`src/rtl/counter_arbiter_if.sv`:
```
// Requester-side bundle for counter_arbiter: requests with delays in, grants,
// completion pulses and counter state out.
interface counter_arbiter_if #(
  parameter int NUM_REQ     = 4,
  parameter int COUNT_WIDTH = 8
);
  localparam int ID_W = $clog2(NUM_REQ);

  logic [NUM_REQ-1:0]             req;
  logic [NUM_REQ*COUNT_WIDTH-1:0] req_delay;
  logic [NUM_REQ-1:0]             gnt;
  logic [ID_W-1:0]                gnt_id;
  logic [NUM_REQ-1:0]             done;
  logic                           busy;
  logic [COUNT_WIDTH-1:0]         count;

  modport master (
    output req, req_delay,
    input  gnt, gnt_id, done, busy, count
  );

  modport slave (
    input  req, req_delay,
    output gnt, gnt_id, done, busy, count
  );
endinterface

```
`src/rtl/counter_arbiter.sv`:
```
// Shares one 0..D delay counter among NUM_REQ requesters (IDLE/RUN/DONE FSM).
// Define COUNTER_ARB_FIXED_PRIO_EN for fixed priority (lowest index wins) instead of round-robin.
module counter_arbiter #(
  parameter int NUM_REQ     = 4,
  parameter int COUNT_WIDTH = 8
) (
  input  logic             clk,
  input  logic             rst,
  counter_arbiter_if.slave bus
);
  localparam int ID_W = $clog2(NUM_REQ);

  typedef enum logic [1:0] {IDLE, RUN, DONE} state_t;

  state_t                 state_q, state_d;
  logic [COUNT_WIDTH-1:0] count_q, count_d;
  logic [COUNT_WIDTH-1:0] target_q, target_d;
  logic [ID_W-1:0]        gnt_id_q, gnt_id_d;
  logic [ID_W-1:0]        winner, cand;
  logic                   found;
  logic [COUNT_WIDTH-1:0] delay_arr [NUM_REQ];

`ifndef COUNTER_ARB_FIXED_PRIO_EN
  logic [ID_W-1:0]        ptr_q, ptr_d;
`endif

  for (genvar g = 0; g < NUM_REQ; g++) begin : g_unpack
    assign delay_arr[g] = bus.req_delay[g*COUNT_WIDTH +: COUNT_WIDTH];
  end

  always_comb begin
    winner = '0;
    cand   = '0;
    found  = 1'b0;
`ifdef COUNTER_ARB_FIXED_PRIO_EN
    for (int i = 0; i < NUM_REQ; i++) begin
      cand = ID_W'(i);
      if (!found && bus.req[cand]) begin
        found  = 1'b1;
        winner = cand;
      end
    end
`else
    // Search starts just after the last granted index and wraps.
    for (int i = 1; i <= NUM_REQ; i++) begin
      cand = ID_W'((int'(ptr_q) + i) % NUM_REQ);
      if (!found && bus.req[cand]) begin
        found  = 1'b1;
        winner = cand;
      end
    end
`endif
  end

  always_comb begin
    state_d  = state_q;
    count_d  = count_q;
    target_d = target_q;
    gnt_id_d = gnt_id_q;
`ifndef COUNTER_ARB_FIXED_PRIO_EN
    ptr_d    = ptr_q;
`endif
    unique case (state_q)
      IDLE: begin
        count_d = '0;
        if (found) begin
          state_d  = RUN;
          target_d = delay_arr[winner];
          gnt_id_d = winner;
`ifndef COUNTER_ARB_FIXED_PRIO_EN
          ptr_d    = winner;
`endif
        end
      end
      RUN: begin
        // A dropped request beats reaching the target: no done on abort.
        if (!bus.req[gnt_id_q]) begin
          state_d = IDLE;
          count_d = '0;
        end else if (count_q == target_q) begin
          state_d = DONE;
        end else begin
          count_d = count_q + COUNT_WIDTH'(1);
        end
      end
      DONE: begin
        state_d = IDLE;
        count_d = '0;
      end
      default: begin
        state_d = IDLE;
        count_d = '0;
      end
    endcase
  end

  always_ff @(posedge clk or posedge rst) begin
    if (rst) begin
      state_q  <= IDLE;
      count_q  <= '0;
      gnt_id_q <= '0;
`ifndef COUNTER_ARB_FIXED_PRIO_EN
      ptr_q    <= ID_W'(NUM_REQ - 1);
`endif
    end else begin
      state_q  <= state_d;
      count_q  <= count_d;
      gnt_id_q <= gnt_id_d;
`ifndef COUNTER_ARB_FIXED_PRIO_EN
      ptr_q    <= ptr_d;
`endif
    end
  end

  // Target is only read in RUN, after it has been loaded at grant.
  always_ff @(posedge clk) begin
    target_q <= target_d;
  end

  assign bus.busy   = (state_q != IDLE);
  assign bus.gnt    = bus.busy ? (NUM_REQ'(1) << gnt_id_q) : '0;
  assign bus.done   = (state_q == DONE) ? (NUM_REQ'(1) << gnt_id_q) : '0;
  assign bus.gnt_id = gnt_id_q;
  assign bus.count  = count_q;

endmodule

```
`src/flat_wrapper.sv`:
```
// flat-port wrapper written by rule: the top's interface ports become plain ports
module counter_arbiter_flat 
#(
  parameter int NUM_REQ     = 4,
  parameter int COUNT_WIDTH = 8
)
  (clk, rst, bus_req, bus_req_delay, bus_gnt, bus_gnt_id, bus_done, bus_busy, bus_count);
  counter_arbiter_if #(.NUM_REQ(NUM_REQ), .COUNT_WIDTH(COUNT_WIDTH)) bus_i ();
  input  logic clk;
  input  logic rst;
  input wire logic [$bits(bus_i.req)-1:0] bus_req;
  input wire logic [$bits(bus_i.req_delay)-1:0] bus_req_delay;
  output wire logic [$bits(bus_i.gnt)-1:0] bus_gnt;
  output wire logic [$bits(bus_i.gnt_id)-1:0] bus_gnt_id;
  output wire logic [$bits(bus_i.done)-1:0] bus_done;
  output wire logic [$bits(bus_i.busy)-1:0] bus_busy;
  output wire logic [$bits(bus_i.count)-1:0] bus_count;
  assign bus_i.req = bus_req;
  assign bus_i.req_delay = bus_req_delay;
  assign bus_gnt = bus_i.gnt;
  assign bus_gnt_id = bus_i.gnt_id;
  assign bus_done = bus_i.done;
  assign bus_busy = bus_i.busy;
  assign bus_count = bus_i.count;
  counter_arbiter #(.NUM_REQ(NUM_REQ), .COUNT_WIDTH(COUNT_WIDTH)) u_core (.clk(clk), .rst(rst), .bus(bus_i));
endmodule
```
`config.mk`:
```
export PLATFORM = sky130hd
export DESIGN_NAME = counter_arbiter_flat
export DESIGN_NICKNAME = d
export VERILOG_FILES = /design/src/rtl/counter_arbiter_if.sv /design/src/rtl/counter_arbiter.sv /design/src/flat_wrapper.sv
export SDC_FILE = /design/constraint.sdc
export NUM_CORES = 1
export LEC_CHECK = 0
export ABC_AREA = 1
export CAP_MARGIN = 5
export CORE_UTILIZATION = 35
export DETAILED_ROUTE_END_ITERATION = 16
export RECOVER_POWER = 25
export SLEW_MARGIN = 20
export SYNTH_ARGS = -nofsm -noshare
export SYNTH_HDL_FRONTEND = slang
export SYNTH_SLANG_ARGS = --single-unit
```
`constraint.sdc`:
```
create_clock -name clk -period 2.2 [get_ports clk]
set_input_delay 0.33 -clock clk [delete_from_list [all_inputs] [get_ports clk]]
set_output_delay 0.33 -clock clk [all_outputs]
set_load 0.01 [all_outputs]
```
==> impl_metrics.ini, run 1 <==
[run_status]
status = completed

[die]
die_h_um = 74.1
rows = 25
die_x_um = 74.1
fp.coreArea_um2 = 4850
dieArea_um2 = 5490
initial_utilization_pct = 37.5
boundaryPins = 57

[clock_tree]
clock-sinks = 22
htree_levels = 1
cts_tree = done
clk_path_buf_depth = 2
clk_pin_slew_ps = 80
cts-root-buf = clkbuf_8
numCtsBuffers = 3
clkLatencyLatePin_ps = 260

[synth]
synth_fp_nets = 304
synthAdderAreaFrac_pct = 0.688
synth_top_area_cell = dfrtp_1
postSynthAreaPerCell_um2 = 6.87
synthDominantCellAreaShare_pct = 16.5
synth_most_common_cell = nand2_1
syn-instance-count = 265
synth_compound_area_share_pct = 5.36
synthSimpleGateAreaFrac_pct = 43.7
synth.cell_area_um2 = 1820
synth_xor_area_share_pct = 3.85
synth_area_leaders = dfrtp_1 (17%), nand2_1 (14%), edfxtp_1 (13%)
async_reset_ff_share_pct = 63.6
synth.area.mux_share_pct = 0
synth_top_family_by_area = simple AND/OR/NAND/NOR gates
synth_ff_type = dfrtp_1
ys_top_cells_by_count = nand2_1 (67), inv_1 (50), nand3_1 (25)
seq_area_frac_synth_pct = 32.6
ys_seq_elements = 22
yosys_warnings = 0
ys_types = 31
synth-edff-count = 8

[drt]
wl_per_cell_um = 10.8
drtAntennaViolNets = 0
drcViolationCount = 0
dr.pass1.iters = 4
viasPerCell = 4.72
via_count = 1839
wl_um = 4210
drt_iter0_markers = 79

[sta]
worst_pin_slew_ps = 520
rsz0062_at_grt = false
drv_slew = 0
relSlewSlack_pct = 65.3
fmax_mhz = 490
period_needed_ps = 2040
finalSetupViolations = 0
setup_slack_ps = 160
finClkSkew_ps = 4.64
tns_ps = 0
hold_viol_final = 0
fin_crit_sh_pct = 92.7

[global_routing]
grt_usage_pct = 16.1
grt_pass1_vias = 1580
grt_start_max_net_pins = 19
antenna_found_initial = 0
grt_overflow = 0
grt_pass1_wl_um = 7040

[final_layout]
drive_gt1_share_pct = 11.5
fillers = 465
finalInstanceArea_um2 = 2520
synthToLayoutAreaGrowth_pct = 38.4
fin_nets = 363
n_antenna_cell = 0
fin_cells = 390

[job]
drv_cap = 0

[placed_design]
io_buffers = 56
hpwl_um = 3360
gp_congestion = 0.847
placed_area_um2 = 2470
dp.cells = 385
place_ws_ps = 37.6

[setup_path]
critPathArrivalTime_ps = 2160
crit_fanout = 18
critPathLaunchType = register
crit-reg2reg-launch = u_core.ptr_q[0]
crit_path_end_kind = register
worstPathRequired_ps = 2320
path_class = register to register
crit_start = u_core.ptr_q[0]

[power]
p_leak_nw = 1.22
total_power_mw = 3.50
power_density_nw_per_um2 = 1390
ir_drop_uv = 766

[min_path]
hold_path_class = primary input to asynchronous set/reset pin
==> what timing repair did <==
item	4_1_cts	5_1_grt
resized for setup	0	0
hold buffers	0	0
setup endpoints to repair	0	6
setup buffers	0	1
==> kinds of logic (layout without fill, tap and decap cells) <==
| family | after synthesis | count (layout) |
|---|---|---|
| flops | 22 | 22 |
| simple gates | 156 | 156 |
| buf+inv | 60 | 118 |
| fa+ha+maj | 1 | 1 |
| xor+xnor | 8 | 8 |
| compound gates | 18 | 18 |
==> metal layers <==
metal	part of all wire (%)	global-route usage, %	up-vias
li1	-	-	953
met1	51	23.9	821
met2	45	25.2	61
met3	4.2	1.76	4
met4	0.59	3.42	0
met5	0	0	-
==> flip-flops by register name (all words and copies together), names as in the netlist <==
name,count
u_core.ptr_q,2
u_core.bus.gnt_id,2
u_core.bus.count,8
u_core.state_q,2
u_core.target_q,8
==> final timing paths <==
path                       slack, ps  cells after the start                  end
min                              530                      2  u_core.bus.count[0]
max in group asynchronous       1310                      2      u_core.ptr_q[0]
max reg2reg                      160                     12   u_core.target_q[2]
min in group clk                 600                      2  u_core.bus.count[2]
max                              160                     12   u_core.target_q[2]
min reg2reg                      600                      2  u_core.bus.count[2]
==> layout make-up <==
| class | instances | area [µm²] | share of cell area [%] |
|---|---|---|---|
| Clock inverter | 1 | 3.75 | 0.149 |
| Inverter | 55 | 214 | 8.49 |
| Timing Repair Buffer | 59 | 608 | 24.1 |
| Multi-Input combinational cell | 183 | 975 | 38.7 |
| Tap cell | 67 | 83.8 | 3.33 |
| Sequential cell | 22 | 593 | 23.5 |
| Clock buffer | 3 | 41.3 | 1.64 |
==> placed cells by master (no fill, tap or decap) <==
cell	Yosys	routed
a21oi_1	3	3
a21oi_2	1	1
buf_12	0	2
buf_4	0	1
clkbuf_8	0	3
clkdlybuf4s50_1	0	54
clkinv_1	0	1
dfrtp_1	12	12
dfstp_2	2	2
dlygate4sd3_1	0	2
edfxtp_1	8	8
ha_1	1	1
inv_1	50	50
inv_2	3	3
inv_4	1	1
inv_6	1	1
nand2_1	67	67
nand2_2	10	10
nand2_4	5	5
nand3_1	25	25
nand3_2	1	1
nand3_4	3	3
nand4_1	17	17
nor2_1	20	20
nor2_2	1	1
nor2_4	1	1
nor2b_1	1	1
nor3_1	3	3
nor3_2	1	1
o21ai_0	7	7
o21ai_1	4	4
o22ai_1	3	3
or2_2	1	1
xnor2_1	4	4
xor2_1	4	4
==> critical path: stages, from the launching register on <==
cell	delay [ps]
dfstp_2	660
inv_6	90
nand2_1	80
nand2_2	80
nand2_2	100
nand2_4	80
inv_4	70
nand2_2	60
nand2_4	170
nand3_4	210
nand2_1	110
nand3_1	70
nand2_1	100
==> power breakdown <==
part	switching, mW	total, mW	leakage [nW]	internal [mW]
clock	0.125	0.249	0.0231	0.124
sequential	0.125	0.813	0.259	0.688
combinational	1.49	2.44	0.941	0.951
total	1.74	3.50	1.22	1.76
==> stage by stage <==
stage               utilization [%]  hold WS, ps
global placement               50.9          580
finish                         51.9          534
detailed placement             50.9          583
global route                   51.9          595
floorplan                         -          218
CTS                            51.8          416
Power figures use the tool's default switching activity.
==> run 2, diff against run 1 <==
- CORE_UTILIZATION: 35 -> 47
- PLACE_DENSITY: not set -> 0.81
- TNS_END_PERCENT: not set -> 5
==> run 2 against run 1 <==
Compared with the run above: count of clock-buffer cells in the layout up 1; flip-flop and latch count unchanged; final area up 0.45%; non-clock buffer count up 2; critical path depth unchanged; worst hold slack worse by 5.3 ps; sequential share of layout area down 0.10 points; register-to-register slack better by 50 ps; critical endpoint is now u_core.target_q[6]; largest cell class unchanged; largest power group unchanged.
==> impl_metrics.ini, run 2 (synthesis gave the netlist of run 1 again) <==
[clock_tree]
clk_path_buf_depth = 2
cts-root-buf = clkbuf_8
clock-sinks = 22
numCtsBuffers = 3
clk_pin_slew_ps = 70
cts-resized-gates = 0
post-cts-setup-buffer-count = 0
clkLatencyLatePin_ps = 260
cts_tree = done
htree_levels = 1
hold_buffers = 0

[power]
seqPwrFrac_pct = 22.1
p_sw_mw = 1.77
ir_drop_uv = 1090
clkPwrFrac_pct = 7.1
combPwrFrac_pct = 70.9
p_leak_nw = 1.24
power_density_nw_per_um2 = 1420
switching_share_pct = 49.3
p_int_mw = 1.82
total_power_mw = 3.58

[setup_path]
r2r_slack_ps = 210
cpLargestDelayFamily = simple AND/OR/NAND/NOR gates
crit_path_end_kind = register
cp_common_cell = nand2_2
critPathArrivalTime_ps = 2010
path_class = register to register
crit_end = u_core.target_q[6]
critPathLaunchType = register
crit_start = u_core.ptr_q[0]
cp.depth = 12
worstPathRequired_ps = 2220
regToRegEndpoint = u_core.target_q[6]
critPathSlowestCell = dfstp_2
critPathBufInv = 1
crit-reg2reg-launch = u_core.ptr_q[0]
r2r_cells = 12
crit_fanout = 19
crit_chain = clkbuf_2, nand2_1, nand2_2, nand2_2, nand2_2, nand2_4, nand2_2, nand2_4, nand3_2, nand2_1, nand3_1, nand2_1
critPathMaxStageDelay_ps = 560

[sta]
finClkSkew_ps = 1.33
tns_ps = 0
fin_crit_sh_pct = 90.6
hold_ws_ps = 529
finalSetupViolations = 0
hold_viol_final = 0
drv_slew = 0
period_needed_ps = 1990
relSlewSlack_pct = 66.1
worst_pin_slew_ps = 509
rsz0062_at_grt = false
fmax_mhz = 502

[drt]
drtAntennaViolNets = 0
drt_iter0_markers = 195
viasPerCell = 4.99
via_count = 1866
wl_um = 4260
drcViolationCount = 0
dr.pass1.iters = 4
wl_per_cell_um = 11.4

[global_routing]
grt_overflow = 0
grt_start_max_net_pins = 19
grt_pass1_vias = 1644
grt_usage_pct = 21.7
antenna_found_initial = 0
grt_pass1_wl_um = 7130

[job]
drv_cap = 0

[final_layout]
drive_gt1_share_pct = 12.3
synthToLayoutAreaGrowth_pct = 39.1
fillers = 312
fin_nets = 366
n_antenna_cell = 0
final_common_cell = nand2_1
final_util_pct = 68.6
layout_common_cells = nand2_1 (67), clkdlybuf4s50_1 (54), inv_1 (50), nand3_1 (25), nor2_1 (20)

[die]
fp.coreArea_um2 = 3690
initial_utilization_pct = 49.3
die_x_um = 64.2
boundaryPins = 57
dieArea_um2 = 4120
rows = 22
die_h_um = 64.2

[run_status]
status = completed

[placed_design]
hpwl_um = 3280
gp_congestion = 0.916
io_buffers = 56

[min_path]
hold_path_class = primary input to asynchronous set/reset pin
[run 2: worst min path at each step]
stage	endpoint	cells past startpoint	from
2_1_floorplan	u_core.bus.count[0]	1	rst
3_3_place_gp	u_core.bus.count[1]	2	u_core.bus.count[1]
3_5_place_dp	u_core.ptr_q[1]	2	u_core.ptr_q[1]
4_1_cts	u_core.bus.count[1]	2	rst
5_1_grt	u_core.bus.count[6]	2	rst
6_report	u_core.bus.count[0]	2	rst
[run 2: layout make-up]
type                    instances  area [µm²]  share of cell area (%)
clock buffers                   4        45.0                    1.78
multi-input cells             184         985                    38.9
flip-flops and latches         22         593                    23.4
repair buffers                 61         633                    25.0
inverters                      55         214                    8.46
well taps                      48        60.1                    2.37
[run 2: metrics by stage]
| step | area, µm² | instances | worst slack (ps) |
|---|---|---|---|
| 6_report | 2530 | 374 | 208 |
| 5_1_grt | 2530 | 374 | 48.4 |
| 4_1_cts | 2490 | 370 | 178 |
| 3_5_place_dp | 2440 | 366 | 73.3 |
| 3_3_place_gp | 2440 | 366 | 109 |
| 2_1_floorplan | 1820 | 265 | 345 |
[run 2: layer usage]
layer	vias to the layer above	share of wire, %	wire length (µm)	GRT usage (%)
li1	964	-	-	-
met1	823	45	1930	28.8
met2	72	48	2070	36.6
met3	7	4.8	205	2.32
met4	0	1.4	61	7.50
met5	-	0	0	0
[run 2: power groups by stage]
stage | clock network, mW | logic [mW] | registers (mW)
5_1_grt | 0.277 | 2.83 | 0.809
3_3_place_gp | 0 | 2.33 | 0.823
4_1_cts | 0.263 | 2.39 | 0.819
2_1_floorplan | 0 | 1.85 | 0.784
3_5_place_dp | 0 | 2.38 | 0.827
6_report | 0.253 | 2.54 | 0.790
==> run 3, diff against run 2 <==
- CTS_CLUSTER_DIAMETER: not set -> 200
- GPL_ROUTABILITY_DRIVEN: not set -> 0
- PLACE_DENSITY: 0.81 -> 0.79
==> run 3 against run 2 <==
Compared with the run above: utilization is 0.47 points higher; global-route usage decreased by 1.2 points; final area grew 0.69%; critical path depth stayed put; sequential share of layout area down 0.16 points; clock skew up 3.1 ps; worst hold slack improved by 13 ps; flip-flop and latch count unchanged; power rose by 1.5%; maximum frequency increased by 0.67%; combinational power is essentially flat; clock power increased by 13%.
==> impl_metrics.ini, run 3 (synthesis gave the netlist of run 1 again) <==
[drt]
wirelength_met1_um = 1860
drcViolationCount = 0
drtAntennaViolNets = 0
wl_met3_um = 187
via_count = 1869
wl_um = 4140
dr.pass1.iters = 4
wl_per_cell_um = 11.1
viasPerCell = 5.00
drt_iter0_markers = 166
routed-wl-met2_um = 2060
routed.top_layer = met4

[min_path]
hold_path_class = primary input to asynchronous set/reset pin

[sta]
fmax_mhz = 505
period_needed_ps = 1980
finalSetupViolations = 0
drv_slew = 0
relSlewSlack_pct = 65.6
worst_pin_slew_ps = 515
rsz0062_at_grt = false
finClkSkew_ps = 4.44
setup_slack_ps = 221
tns_ps = 0
hold_viol_final = 0
fin_crit_sh_pct = 90.0

[final_layout]
seq_area_um2 = 593
multi_input_area_um2 = 992
fin_nets = 366
synthToLayoutAreaGrowth_pct = 40.0
drive_gt1_share_pct = 12.6
final_common_cell = nand2_1
finalInstanceArea_um2 = 2550
n_antenna_cell = 0
final_util_pct = 69.1
layout_common_cells = nand2_1 (67), clkdlybuf4s50_1 (54), inv_1 (50), nand3_1 (25), nor2_1 (20)
fillers = 339

[setup_path]
cp_common_cell = nand2_2
critPathSlowestCell = dfstp_2
critPathLaunchType = register
critPathMaxStageDelay_ps = 560
worstPathRequired_ps = 2220
crit_fanout = 19
r2r_cells = 12
path_class = register to register
critPathArrivalTime_ps = 2000
crit_path_end_kind = register
crit_chain = clkbuf_2, nand2_1, nand2_2, nand2_2, nand2_2, nand2_4, nand2_2, nand2_4, nand3_4, nand2_1, nand3_1, nand2_1

[global_routing]
grt_usage_pct = 20.6
grt_pass1_wl_um = 6790
grt_overflow = 0
grt_pass1_vias = 1569
grt_start_max_net_pins = 19
antenna_found_initial = 0

[clock_tree]
clkLatencyLatePin_ps = 260
hold_buffers = 0
cts_tree = done
htree_levels = 1
clk_pin_slew_ps = 80
clock-sinks = 22
numCtsBuffers = 3
clk_path_buf_depth = 2
cts-root-buf = clkbuf_8

[power]
p_leak_nw = 1.25
power_density_nw_per_um2 = 1430
ir_drop_uv = 881

[die]
boundaryPins = 57
dieArea_um2 = 4120
die_h_um = 64.2
fp.coreArea_um2 = 3690
initial_utilization_pct = 49.3
rows = 22
die_x_um = 64.2

[run_status]
status = completed

[placed_design]
placed_area_um2 = 2440
hpwl_um = 3270
io_buffers = 56
place_ws_ps = 40.1

[job]
drv_cap = 0
## run 3: cell counts in the layout (fill, tap and decap cells not counted)
No cell type changed its count.
## run 3: worst paths after layout
check | from | endpoint | slack (ps)
max in group asynchronous | rst | u_core.ptr_q[0] | 1300
min in group clk | u_core.ptr_q[1] | u_core.ptr_q[1] | 610
hold reg to reg | u_core.ptr_q[1] | u_core.ptr_q[1] | 610
hold / removal | rst | u_core.state_q[1] | 540
setup / recovery | u_core.ptr_q[0] | u_core.target_q[1] | 220
setup reg to reg | u_core.ptr_q[0] | u_core.target_q[1] | 220
## run 3: layout make-up
| cell class | instances | share of cell area (%) |
|---|---|---|
| clock buffer | 4 | 2.16 |
| inverter | 55 | 8.40 |
| multi-input combinational | 184 | 38.9 |
| sequential | 22 | 23.3 |
| tap | 48 | 2.36 |
| timing repair buffer | 61 | 24.9 |
## run 3: power breakdown
group          total (mW)  internal [mW]  switching [mW]  leakage [nW]
Clock               0.285          0.160           0.126        0.0288
Sequential          0.787          0.687           0.100         0.259
Combinational        2.56           1.01            1.55         0.962
## run 3: critical path: cells and delay by family (launching register included)
| kind | cells | cell delay [ps] |
|---|---|---|
| flops | 1 | 560 |
| buf+inv | 1 | 170 |
| simple gates | 11 | 1020 |
## run 3: timing repair
item,4_1_cts,5_1_grt
endpoints found under the setup margin,0,8
gates resized for setup,0,1
setup buffers,0,3
## run 3: per-layer routing
metal	track usage, %	up-vias
met5	0	-
met4	6.67	0
met3	2.68	4
met2	34.6	64
met1	27.1	834
li1	-	967
## run 3: per-stage QoR
| stage | instances | power [mW] | hold WS, ps |
|---|---|---|---|
| floorplan | 265 | 2.63 | 218 |
| global placement | 366 | 3.18 | 575 |
| detailed placement | 366 | 3.22 | 586 |
| CTS | 370 | 3.51 | 425 |
| global route | 374 | 3.96 | 594 |
| finish | 374 | 3.64 | 542 |
